`src/rtl/mem_fetch_pkg.sv`:
```
// Shared types and widths for the instruction fetch unit.
// Latency: none; holds type and parameter definitions only.
// Backpressure: not applicable.
package mem_fetch_pkg;

    localparam int ADDR = 16;
    localparam int WORD = 32;

    typedef logic [ADDR-1:0] addr_t;
    typedef logic [WORD-1:0] word_t;

    localparam addr_t RESET_PC_DFLT = '0;

    // One queued fetch result: the instruction together with the address it came from.
    typedef struct packed {
        addr_t pc;
        word_t instr;
    } entry_t;

    // Sequential PC step; the addition wraps naturally at the top of the address space.
    function automatic addr_t pc_next(input addr_t pc);
        return pc + addr_t'(1);
    endfunction

endpackage

```
`src/rtl/mem_fetch_if.sv`:
```
// Bundles the memory port, redirect input and decode handshake of the fetch unit.
// Latency: none; wiring only.
// Backpressure: out_ready from decode; the memory port has none.
interface mem_fetch_if;
    import mem_fetch_pkg::*;

    addr_t mem_a;
    logic  mem_w;
    word_t mem_d;
    word_t mem_q;
    logic  fetch_en;
    logic  redirect_valid;
    addr_t redirect_pc;
    logic  out_valid;
    logic  out_ready;
    word_t out_instr;
    addr_t out_pc;

    // Fetch unit side.
    modport master (
        output mem_a, mem_w, mem_d,
        input  mem_q,
        input  fetch_en, redirect_valid, redirect_pc,
        output out_valid, out_instr, out_pc,
        input  out_ready
    );

    // Memory, execute and decode side.
    modport slave (
        input  mem_a, mem_w, mem_d,
        output mem_q,
        output fetch_en, redirect_valid, redirect_pc,
        input  out_valid, out_instr, out_pc,
        output out_ready
    );

endinterface

```
`src/rtl/mem_fetch_fifo.sv`:
```
// Two-entry queue of {pc, instr} with a synchronous clear.
// Latency: an entry pushed at an edge is visible at the head from the next cycle.
// Backpressure: none internally; the caller must never push into a full queue.
module mem_fetch_fifo
    import mem_fetch_pkg::*;
(
    input  logic       clk,
    input  logic       rst,
    input  logic       i_clear,
    input  logic       i_push,
    input  entry_t     i_push_dat,
    input  logic       i_pop,
    output logic [1:0] o_count,
    output entry_t     o_head_dat
);

    entry_t     r_mem [2];
    logic       r_wr_ptr;
    logic       r_rd_ptr;
    logic [1:0] r_count;

    // Pointer and occupancy tracking; clear wins over any push or pop.
    always_ff @(posedge clk) begin
        if (!rst || i_clear) begin
            r_wr_ptr <= 1'b0;
            r_rd_ptr <= 1'b0;
            r_count  <= 2'd0;
        end else begin
            if (i_push) r_wr_ptr <= ~r_wr_ptr;
            if (i_pop)  r_rd_ptr <= ~r_rd_ptr;
            r_count <= r_count + {1'b0, i_push} - {1'b0, i_pop};
        end
    end

    // Storage needs no reset: the count says which slots hold live data.
    always_ff @(posedge clk) begin
        if (i_push && !i_clear) r_mem[r_wr_ptr] <= i_push_dat;
    end

    assign o_count    = r_count;
    assign o_head_dat = r_mem[r_rd_ptr];

    // The issue rule upstream leaves room for every in-flight word.
    a_no_overflow: assert property (@(posedge clk) disable iff (!rst || i_clear)
        !(i_push && !i_pop && r_count == 2'd2));

    a_no_underflow: assert property (@(posedge clk) disable iff (!rst || i_clear)
        !(i_pop && r_count == 2'd0));

endmodule

```
`src/rtl/mem_fetch.sv`:
```
// Instruction fetch: issues one read per cycle from pc, queues {pc, instr}, redirectable.
// Latency: issue in cycle N, data captured at end of N+1, out_valid in N+2.
// Backpressure: out_ready stalls; issue stops once queued plus in-flight words reach two.
module mem_fetch
    import mem_fetch_pkg::*;
#(
    parameter addr_t RESET_PC = RESET_PC_DFLT
)
(
    input  logic clk,
    input  logic rst,
    mem_fetch_if.master bus
);

    addr_t      r_pc;
    logic       r_inflight;
    addr_t      r_inflight_pc;

    logic [1:0] w_count;
    entry_t     w_head;
    entry_t     w_push_dat;
    logic       w_out_valid;
    logic       w_pop;
    logic       w_push;
    logic       w_issue;
    logic [2:0] w_occ;

    // Handshake and issue decisions; a redirect suppresses push, pop, issue and output.
    always_comb begin
        w_out_valid = (w_count != 2'd0) && !bus.redirect_valid;
        w_pop       = w_out_valid && bus.out_ready;
        w_push      = r_inflight && !bus.redirect_valid;
        w_occ       = {1'b0, w_count} + {2'b00, r_inflight} - {2'b00, w_pop};
        w_issue     = bus.fetch_en && !bus.redirect_valid && (w_occ < 3'd2);
        w_push_dat  = '{pc: r_inflight_pc, instr: bus.mem_q};
    end

    // PC and in-flight tracking; a redirect drops the word still returning from memory.
    always_ff @(posedge clk) begin
        if (!rst) begin
            r_pc          <= RESET_PC;
            r_inflight    <= 1'b0;
            r_inflight_pc <= '0;
        end else if (bus.redirect_valid) begin
            r_pc       <= bus.redirect_pc;
            r_inflight <= 1'b0;
        end else begin
            r_inflight <= w_issue;
            if (w_issue) begin
                r_inflight_pc <= r_pc;
                r_pc          <= pc_next(r_pc);
            end
        end
    end

    mem_fetch_fifo u_fifo (
        .clk        (clk),
        .rst        (rst),
        .i_clear    (bus.redirect_valid),
        .i_push     (w_push),
        .i_push_dat (w_push_dat),
        .i_pop      (w_pop),
        .o_count    (w_count),
        .o_head_dat (w_head)
    );

    // Memory is read every cycle at pc; only issued cycles are tracked.
    assign bus.mem_a     = r_pc;
    assign bus.mem_w     = 1'b0;
    assign bus.mem_d     = '0;
    assign bus.out_valid = w_out_valid;
    assign bus.out_instr = w_head.instr;
    assign bus.out_pc    = w_head.pc;

endmodule

```
`src/flat_wrapper.sv`:
```
// flat-port wrapper written by rule: the top's interface ports become plain ports
module mem_fetch_flat import mem_fetch_pkg::*;
#(
    parameter addr_t RESET_PC = RESET_PC_DFLT
)
  (clk, rst, bus_mem_a, bus_mem_w, bus_mem_d, bus_mem_q, bus_fetch_en, bus_redirect_valid, bus_redirect_pc, bus_out_valid, bus_out_instr, bus_out_pc, bus_out_ready);
  mem_fetch_if bus_i ();
  input  logic clk;
  input  logic rst;
  output wire logic [$bits(bus_i.mem_a)-1:0] bus_mem_a;
  output wire logic [$bits(bus_i.mem_w)-1:0] bus_mem_w;
  output wire logic [$bits(bus_i.mem_d)-1:0] bus_mem_d;
  input wire logic [$bits(bus_i.mem_q)-1:0] bus_mem_q;
  input wire logic [$bits(bus_i.fetch_en)-1:0] bus_fetch_en;
  input wire logic [$bits(bus_i.redirect_valid)-1:0] bus_redirect_valid;
  input wire logic [$bits(bus_i.redirect_pc)-1:0] bus_redirect_pc;
  output wire logic [$bits(bus_i.out_valid)-1:0] bus_out_valid;
  output wire logic [$bits(bus_i.out_instr)-1:0] bus_out_instr;
  output wire logic [$bits(bus_i.out_pc)-1:0] bus_out_pc;
  input wire logic [$bits(bus_i.out_ready)-1:0] bus_out_ready;
  assign bus_mem_a = bus_i.mem_a;
  assign bus_mem_w = bus_i.mem_w;
  assign bus_mem_d = bus_i.mem_d;
  assign bus_i.mem_q = bus_mem_q;
  assign bus_i.fetch_en = bus_fetch_en;
  assign bus_i.redirect_valid = bus_redirect_valid;
  assign bus_i.redirect_pc = bus_redirect_pc;
  assign bus_out_valid = bus_i.out_valid;
  assign bus_out_instr = bus_i.out_instr;
  assign bus_out_pc = bus_i.out_pc;
  assign bus_i.out_ready = bus_out_ready;
  mem_fetch #(.RESET_PC(RESET_PC)) u_core (.clk(clk), .rst(rst), .bus(bus_i));
endmodule
```
`config.mk`:
```
export PLATFORM = sky130hd
export DESIGN_NAME = mem_fetch_flat
export DESIGN_NICKNAME = d
export VERILOG_FILES = /design/src/rtl/mem_fetch_pkg.sv /design/src/rtl/mem_fetch_if.sv /design/src/rtl/mem_fetch_fifo.sv /design/src/rtl/mem_fetch.sv /design/src/flat_wrapper.sv
export SDC_FILE = /design/constraint.sdc
export NUM_CORES = 1
export LEC_CHECK = 0
export CORE_UTILIZATION = 48
export CTS_CLUSTER_DIAMETER = 120
export DETAILED_ROUTE_END_ITERATION = 16
export PLACE_DENSITY = 0.8
export SKIP_CTS_REPAIR_TIMING = 1
export SYNTH_ARGS = -nofsm -noshare
export SYNTH_HDL_FRONTEND = slang
export SYNTH_SLANG_ARGS = --single-unit
```
`constraint.sdc`:
```
create_clock -name clk -period 5.9 [get_ports clk]
set_input_delay 1.18 -clock clk [delete_from_list [all_inputs] [get_ports clk]]
set_output_delay 1.18 -clock clk [all_outputs]
set_load 0.005 [all_outputs]
```
==> results.md, run 1 <==
- The clock tree from TritonCTS is yes.
- The die covers 11800 um2.
- The via count of the first global-routing pass is about 3300.
- STA classifies the critical path endpoint as a flip-flop.
- The count of different cell masters after synthesis is between 40 and 50.
- Overall power consumption after layout is estimated at around 2.2 mW.
- The area added between synthesis and finish is 33.1%.
- The repair_antennas step left the layout with diodes totalling 0.
- For this run, the detailed router's first-pass iteration total came to 4.
- The static leakage is ~2.5 nW.
- Measured in cells, the most critical reg-to-reg path has a length of 9.
- The total clock sinks is ~130.
- For this run, the number of Yosys warnings is 0.
- The worst hold path belongs to the class flip-flop to flip-flop.
- After detailed routing, the number of remaining DRC violations is 0.
- Summed over all layers, the routed wires come to roughly 10000 um.
- In this run the standard cell core region covers 10900 um2.
- The gate count of the mapped netlist is 397.
- The mean number of vias per cell is between 5 and 6.
- STA puts the critical path data required time at 6230 ps.
- The number of hold-slack violations in the final timing report is 0.
- IR analysis of the VDD net gives a maximum drop of about 0.00017 V.
- The count of standard-cell rows is 38.
- The number of endpoints failing setup at the final stage is 0.
- The library cell used as clock root buffer is sky130_fd_sc_hd__clkbuf_16.
- Across the routed clock network, the largest skew measured is 5.38 ps.
- The final number of max-transition violations is 0.
- The worst setup path is launched from an input port.
- The clock tree buffer depth is 2.
- The power density over the cells is between 300 and 400 nW/um2.
- Across every metal layer, demand over resource in global routing totals 0.182.
- By count the netlist is led by sky130_fd_sc_hd__edfxtp_1 (96), sky130_fd_sc_hd__mux2_2 (48), sky130_fd_sc_hd__nand2_1 (39).
- Setup repair after global routing left no endpoint under its margin.
- For this run, the top clock speed supported by timing is ~0.22 GHz.
- Counting instances, the worst hold path has a depth of 0.
- For this run the aggregate overflow at the end of global routing stands at 0.
- The post-DP HPWL is around 6600 um.
- The clock latency on the worst-skew pair is about 410 ps.
- The filler cells instantiated in the layout total between 800 and 900.
- The time the final worst path needs with I/O delays and setup is approximately 4500 ps.
- The fraction of post-synthesis cell area in the top cell type by area is 0.531.
- The area of the mapped netlist is about 5400 um2.
- The most numerous cell in the Yosys netlist is sky130_fd_sc_hd__edfxtp_1.
- Across the run, the number of max-cap violations was 0.
- The width of the die is between 100 and 150 um.
- Routability-driven placement finished with a final weighted congestion of 0.876.
- The initial utilization of the core area, before any placement, comes to 0.497.
- The net count of the finished layout is 577.
- In the final routed layout, each cell accounts on average for 15.4 um.
- By startpoint and endpoint, the worst setup path is classified as input port to flip-flop.
- The maximum cell stage delay along the critical path is 670 ps.
- The sum of negative setup slack is 0 ps.
- The relative slew slack is 0.237.
- In this run the worst path has a maximum fanout of 19.
- The register clock-pin slew on the reported worst setup and hold paths is roughly 60 ps.
- After synthesis, the mean cell area works out to approximately 14 um2.
- The number of port buffers is approximately 120.
- The floorplan die height is around 110 um.
- CTS built an H-tree with a depth of 4.
- The library cell occupying the most area in the post-synthesis netlist is sky130_fd_sc_hd__edfxtp_1.
- Of the available clock period, the critical path in the final layout requires 0.762.
- The detailed router finished its first iteration with 214 violations.
- The transition time at the pin with the least slew margin is 1140 ps.
- The standard cell with the maximum stage delay on the critical path is sky130_fd_sc_hd__or3_1.
- The number of ports placed on the die boundary is approximately 150.
- Data arrives at the worst endpoint at about 4800 ps.
- In the final layout, the share of cells above drive strength 1 is 0.164.
- In the synthesized netlist the async set-or-reset flop fraction comes to 0.
- The run finished with clean final reports.
- Counting the buffers created by CTS gives 17.
- Ranked by total cell area, the synthesized netlist is headed by sky130_fd_sc_hd__edfxtp_1 (53%), sky130_fd_sc_hd__dfxtp_1 (14%), sky130_fd_sc_hd__mux2_2 (9.9%), sky130_fd_sc_hd__buf_4 (4.6%), sky130_fd_sc_hd__nand2_1 (2.7%).
- The first global-routing pass estimated roughly 16000 um of wire.
- The number of enable-type register cells in the synthesized netlist is 96.
- The antenna violation net count after detailed routing is 0.
- The share of the Yosys chip area taken by registers is 0.671.
- The count of state elements after synthesis is around 130.
- The initial antenna violation count was 0.
- The critical path goes through clkdlybuf4s50_1, buf_4, o21ba_2, and2_1, ha_1, nand2b_1, fa_1, nand2_1, or3_1, or4_1, a31oi_1.
- The most used flip-flop cell after synthesis is sky130_fd_sc_hd__edfxtp_1.
- Entering global routing, the biggest net connects 49 pins.
- The total via count in the routed design is roughly 3400.
[registers in the layout, summed over array words and instances (netlist names), named ones only]
name,count
u_core.u_fifo.r_mem,96
u_core.bus.mem_a,16
u_core.r_inflight_pc,16
u_core.u_fifo.o_count,2
u_core.r_inflight,1
u_core.u_fifo.r_rd_ptr,1
u_core.u_fifo.r_wr_ptr,1
[cell type report]
class / instances / area (um2) / area share
timing repair buffer: 120 / 1190 / 0.165
clock inverter: 14 / 184 / 0.0254
sequential: 134 / 3640 / 0.504
tap: 140 / 175 / 0.0242
clock buffer: 18 / 429 / 0.0593
inverter: 9 / 33.8 / 0.00467
multi-input combinational: 237 / 1570 / 0.218
[cells in the final DEF (no fill, tap or decap), drive strengths merged, types with 13 or more instances in the layout]
cell type and count:
nand2 39, dfxtp 38, clkbuf 18, edfxtp 96
conb 33, o21ai 13, mux2 48, clkdlybuf4s50 117
a21oi 25
[where the power goes]
| group | internal [mW] | switching [mW] |
|---|---|---|
| sequential | 1.03 | 0.0194 |
| combinational | 0.0715 | 0.0508 |
| clock | 0.702 | 0.372 |
[critical path, delay by kind of cell]
kind                     cells  cell delay, ps
AND/OR/NAND/NOR              5            1860
AO/OA/AOI/OAI                2             350
buffers and inverters        2             670
adder cells (fa/ha/maj)      2             760
[through the flow]
stage	utilization	hold slack, ps	setup WS [ps]	instances	instance area (um2)
after global routing	0.662	471	1180	672	7230
after detailed placement	0.605	443	983	640	6620
after floorplan	-	425	672	429	5550
final	0.662	458	1400	672	7230
after CTS	0.662	456	1420	672	7230
after global placement	0.605	434	1090	640	6620
[worst paths after layout]
check                                 from                         end  slack (ps)
setup / recovery        bus_redirect_valid        u_core.bus.mem_a[13]        1400
hold / removal    u_core.r_inflight_pc[12]  u_core.u_fifo.r_mem[1][44]         460
setup reg to reg  u_core.u_fifo.o_count[1]        u_core.bus.mem_a[13]        2430
hold reg to reg   u_core.r_inflight_pc[12]  u_core.u_fifo.r_mem[1][44]         460
[kinds of logic (layout without fill, tap and decap cells)]
logic type	count (synthesis)	count (layout)	synth area share
buffers and inverters	58	161	0.0631
XOR/XNOR	14	14	0.0226
multiplexers	48	48	0.0995
flip-flops	134	134	0.671
adder cells (fa/ha/maj)	5	5	0.0129
AND/OR/NAND/NOR	83	83	0.0723
other	1	33	0.000690
AO/OA/AOI/OAI	54	54	0.0585
[layer usage]
layer	routed length (um)	global-route usage	vias to the layer above
met5	0	0	-
met4	99	0.0608	0
met3	847	0.0657	12
met2	4980	0.291	153
met1	4440	0.228	1628
li1	-	-	1637
Power figures use the tool's default switching activity.
==> inputs of run 2 (changes only) <==
==> constraint.sdc (replaced) <==
create_clock -name clk -period 4.5 [get_ports clk]
set_input_delay 0.9 -clock clk [delete_from_list [all_inputs] [get_ports clk]]
set_output_delay 0.9 -clock clk [all_outputs]
set_load 0.005 [all_outputs]
==> results.md, run 2 (synthesis results as in run 1) <==
- The relative slew slack is 0.241 (was 0.237).
- The residual DRC count is 0 (unchanged).
- The mean number of vias per cell is 5.04 (was 5.10).
- The net count of the finished layout is 581 (was 577).
- The initial antenna violation count is 0 (unchanged).
- Dividing the final minimum period by the clock period gives 0.837.
- The core utilization of the finished layout is 0.664 (was 0.662).
- The critical path required time came to 4830 ps (was 6230 ps).
- The startpoint of the tightest hold check path was u_core.r_inflight_pc[7] (was u_core.r_inflight_pc[12]).
- The final standard cell count with taps included and fillers excluded is 676 (was 672).
- The total of max-cap violations was 0 (unchanged).
- The number of port buffers is 117 (unchanged).
- The total global routing overflow is 0 (unchanged).
- The floorplan die height is 108 um (unchanged).
- The worst min-delay path category is flip-flop to flip-flop (unchanged).
- The number of H-tree levels is 4 (unchanged).
- The number of iterations in the first detailed-routing pass is 4 (unchanged).
- The clock tree from TritonCTS is yes (unchanged).
- The routability congestion estimate came to 0.820 (was 0.876).
- The endpoint class of the critical path was a flip-flop (unchanged).
- The antenna cell count is 0 (unchanged).
- The kind of start point of the critical path is an input port (unchanged).
- The count of placed standard cells including taps is 644 (was 640).
- The initial core utilization came to 0.497 (unchanged).
- The final number of max-transition violations is 0 (unchanged).
- The number of buffers created by CTS is 17 (unchanged).
- The flip-flop count of the largest register, all copies and words added came to 96 (unchanged).
- The post-detailed-placement cell area is 6660 um2 (was 6620 um2).
- The violation count after the first detailed-routing iteration came to 191 (was 214).
- The total global-route track usage is 0.184 (was 0.182).
- The maximum fanout along the worst path is 18 (was 19).
- The area of the core region came to 10900 um2 (unchanged).
- The post-DP HPWL was 6940 um (was 6620 um).
- The static leakage is 2.54 nW (was 2.53 nW).
- The clock tree buffer depth is 2 (unchanged).
- The library cell used as clock root buffer is sky130_fd_sc_hd__clkbuf_16 (unchanged).
- The wire length after detailed routing is 10500 um (was 10400 um).
- The number of endpoints failing setup at the final stage is 0 (unchanged).
- The power density over the cells is 402 nW/um2 (was 310 nW/um2).
- The worst setup path startpoint is bus_redirect_valid (unchanged).
- The number of hold-slack violations in the final timing report was 0 (unchanged).
- Setup repair after global routing missed its margin: no (unchanged).
- The area added between synthesis and finish is 33.6% (was 33.1%).
- The first-pass GRT wire length is 15900 um (about the same).
- The sum of negative setup slack is 0 ps (unchanged).
- The count of standard-cell rows is 38 (unchanged).
- The final setup skew is 8.76 ps (was 5.38 ps).
- The time the final worst path needs with I/O delays and setup is roughly 3800 ps.
- The final standard cell area without fillers is 7260 um2 (was 7230 um2).
- The total via count in the routed design is 3407 (was 3430).
- The register clock-pin slew on the reported worst setup and hold paths was 60 ps (about the same).
- The transition time at the pin with the least slew margin is 1140 ps (about the same).
- The maximum number of pins on one net before global-route repair is 49 (unchanged).
- The number of ports placed on the die boundary is 151 (unchanged).
- The clock latency on the worst-skew pair is 400 ps (was 410 ps).
- The total die area is 11800 um2 (unchanged).
- The reg-to-reg critical path startpoint is u_core.u_fifo.o_count[1] (unchanged).
- The total clock sinks was 134 (unchanged).
- The ratio of cells with drive above 1 in the final layout is 0.168 (was 0.164).
- The via count of the first global-routing pass came to 3266 (was 3279).
- Run status: complete, no violations (unchanged).
- The register ranked first by flip-flop count is u_core.u_fifo.r_mem (unchanged).
- The peak supply drop is 0.000233 V (was 0.000173 V).
- Derived from the worst setup path, the maximum achievable clock frequency is 0.266 GHz.
- The most common library cell in the layout ignoring fill and taps is sky130_fd_sc_hd__clkdlybuf4s50_1 (unchanged).
- The classification of the worst setup path was input port to flip-flop (unchanged).
- The width of the die came to 108 um (unchanged).
- The antenna violation net count after detailed routing is 0 (unchanged).
- The arrival time at the worst endpoint is 4090 ps (was 4830 ps).
- The routed length per instance is 15.5 um (was 15.4 um).
- Top library cells by usage in the layout, fill and taps aside: sky130_fd_sc_hd__clkdlybuf4s50_1 (117), sky130_fd_sc_hd__edfxtp_1 (96), sky130_fd_sc_hd__mux2_2 (48), sky130_fd_sc_hd__nand2_1 (39), sky130_fd_sc_hd__dfxtp_1 (37) (unchanged).
==> run 2: cell count changes in the layout (fill, tap and decap cells not counted) <==
cell                         previous run  this run
sky130_fd_sc_hd__nor3_4                 0         1
sky130_fd_sc_hd__bufinv_16              4         3
sky130_fd_sc_hd__clkinvlp_4             2         3
sky130_fd_sc_hd__nor3_2                 2         1
sky130_fd_sc_hd__clkinv_1               3         1
sky130_fd_sc_hd__clkbuf_1               1         4
sky130_fd_sc_hd__clkinv_4               3         0
sky130_fd_sc_hd__clkinv_2               3         2
sky130_fd_sc_hd__clkbuf_8               0         3
sky130_fd_sc_hd__buf_4                  3         7
==> run 2: layout make-up <==
type / count / area (um2)
inverter: 9 / 33.8
tap: 140 / 175
clock inverter: 8 / 123
fill: 822 / 3670
multi-input combinational: 237 / 1580
sequential: 134 / 3640
timing repair buffer: 124 / 1220
clock buffer: 24 / 482
==> run 2: worst paths after layout <==
| path | end | depth (start not counted) | slack [ps] |
|---|---|---|---|
| worst max register to register | u_core.bus.mem_a[14] | 9 | 1250 |
| worst min register to register | u_core.u_fifo.r_mem[1][39] | 0 | 450 |
| worst max-delay path | u_core.bus.mem_a[14] | 10 | 740 |
| worst min-delay path | u_core.u_fifo.r_mem[1][39] | 0 | 450 |
==> run 2: report_power, final <==
group	internal, mW	total [mW]	leakage (nW)	switching, mW
clock	0.914	1.39	0.286	0.475
sequential	1.35	1.37	1.21	0.0247
combinational	0.0954	0.163	1.04	0.0674
==> run 2: worst max-delay path, cell delays in order <==
cell and delay [ps]:
sky130_fd_sc_hd__clkdlybuf4s50_1 460, sky130_fd_sc_hd__o21ba_2 160, sky130_fd_sc_hd__and2_1 190, sky130_fd_sc_hd__ha_1 290, sky130_fd_sc_hd__nand2b_1 150, sky130_fd_sc_hd__fa_1 370, sky130_fd_sc_hd__xor2_1 240, sky130_fd_sc_hd__nor3_2 870
sky130_fd_sc_hd__a32oi_1 260, sky130_fd_sc_hd__a21oi_1 190
==> run 2: through the flow <==
| stage | hold slack, ps | worst slack, ps | power [mW] |
|---|---|---|---|
| floorplan | 425 | 1050 | 1.47 |
| global placement | 434 | 463 | 1.55 |
| detailed placement | 438 | 376 | 1.56 |
| CTS | 451 | 740 | 2.94 |
| global route | 466 | 535 | 3.02 |
| finish | 454 | 735 | 2.92 |
==> run 2: per-layer routing <==
metal	GRT usage	vias to the layer above	share of wire
li1	-	1637	-
met1	0.238	1618	0.45
met2	0.288	140	0.47
met3	0.0579	12	0.067
met4	0.0743	0	0.0093
met5	0	-	0
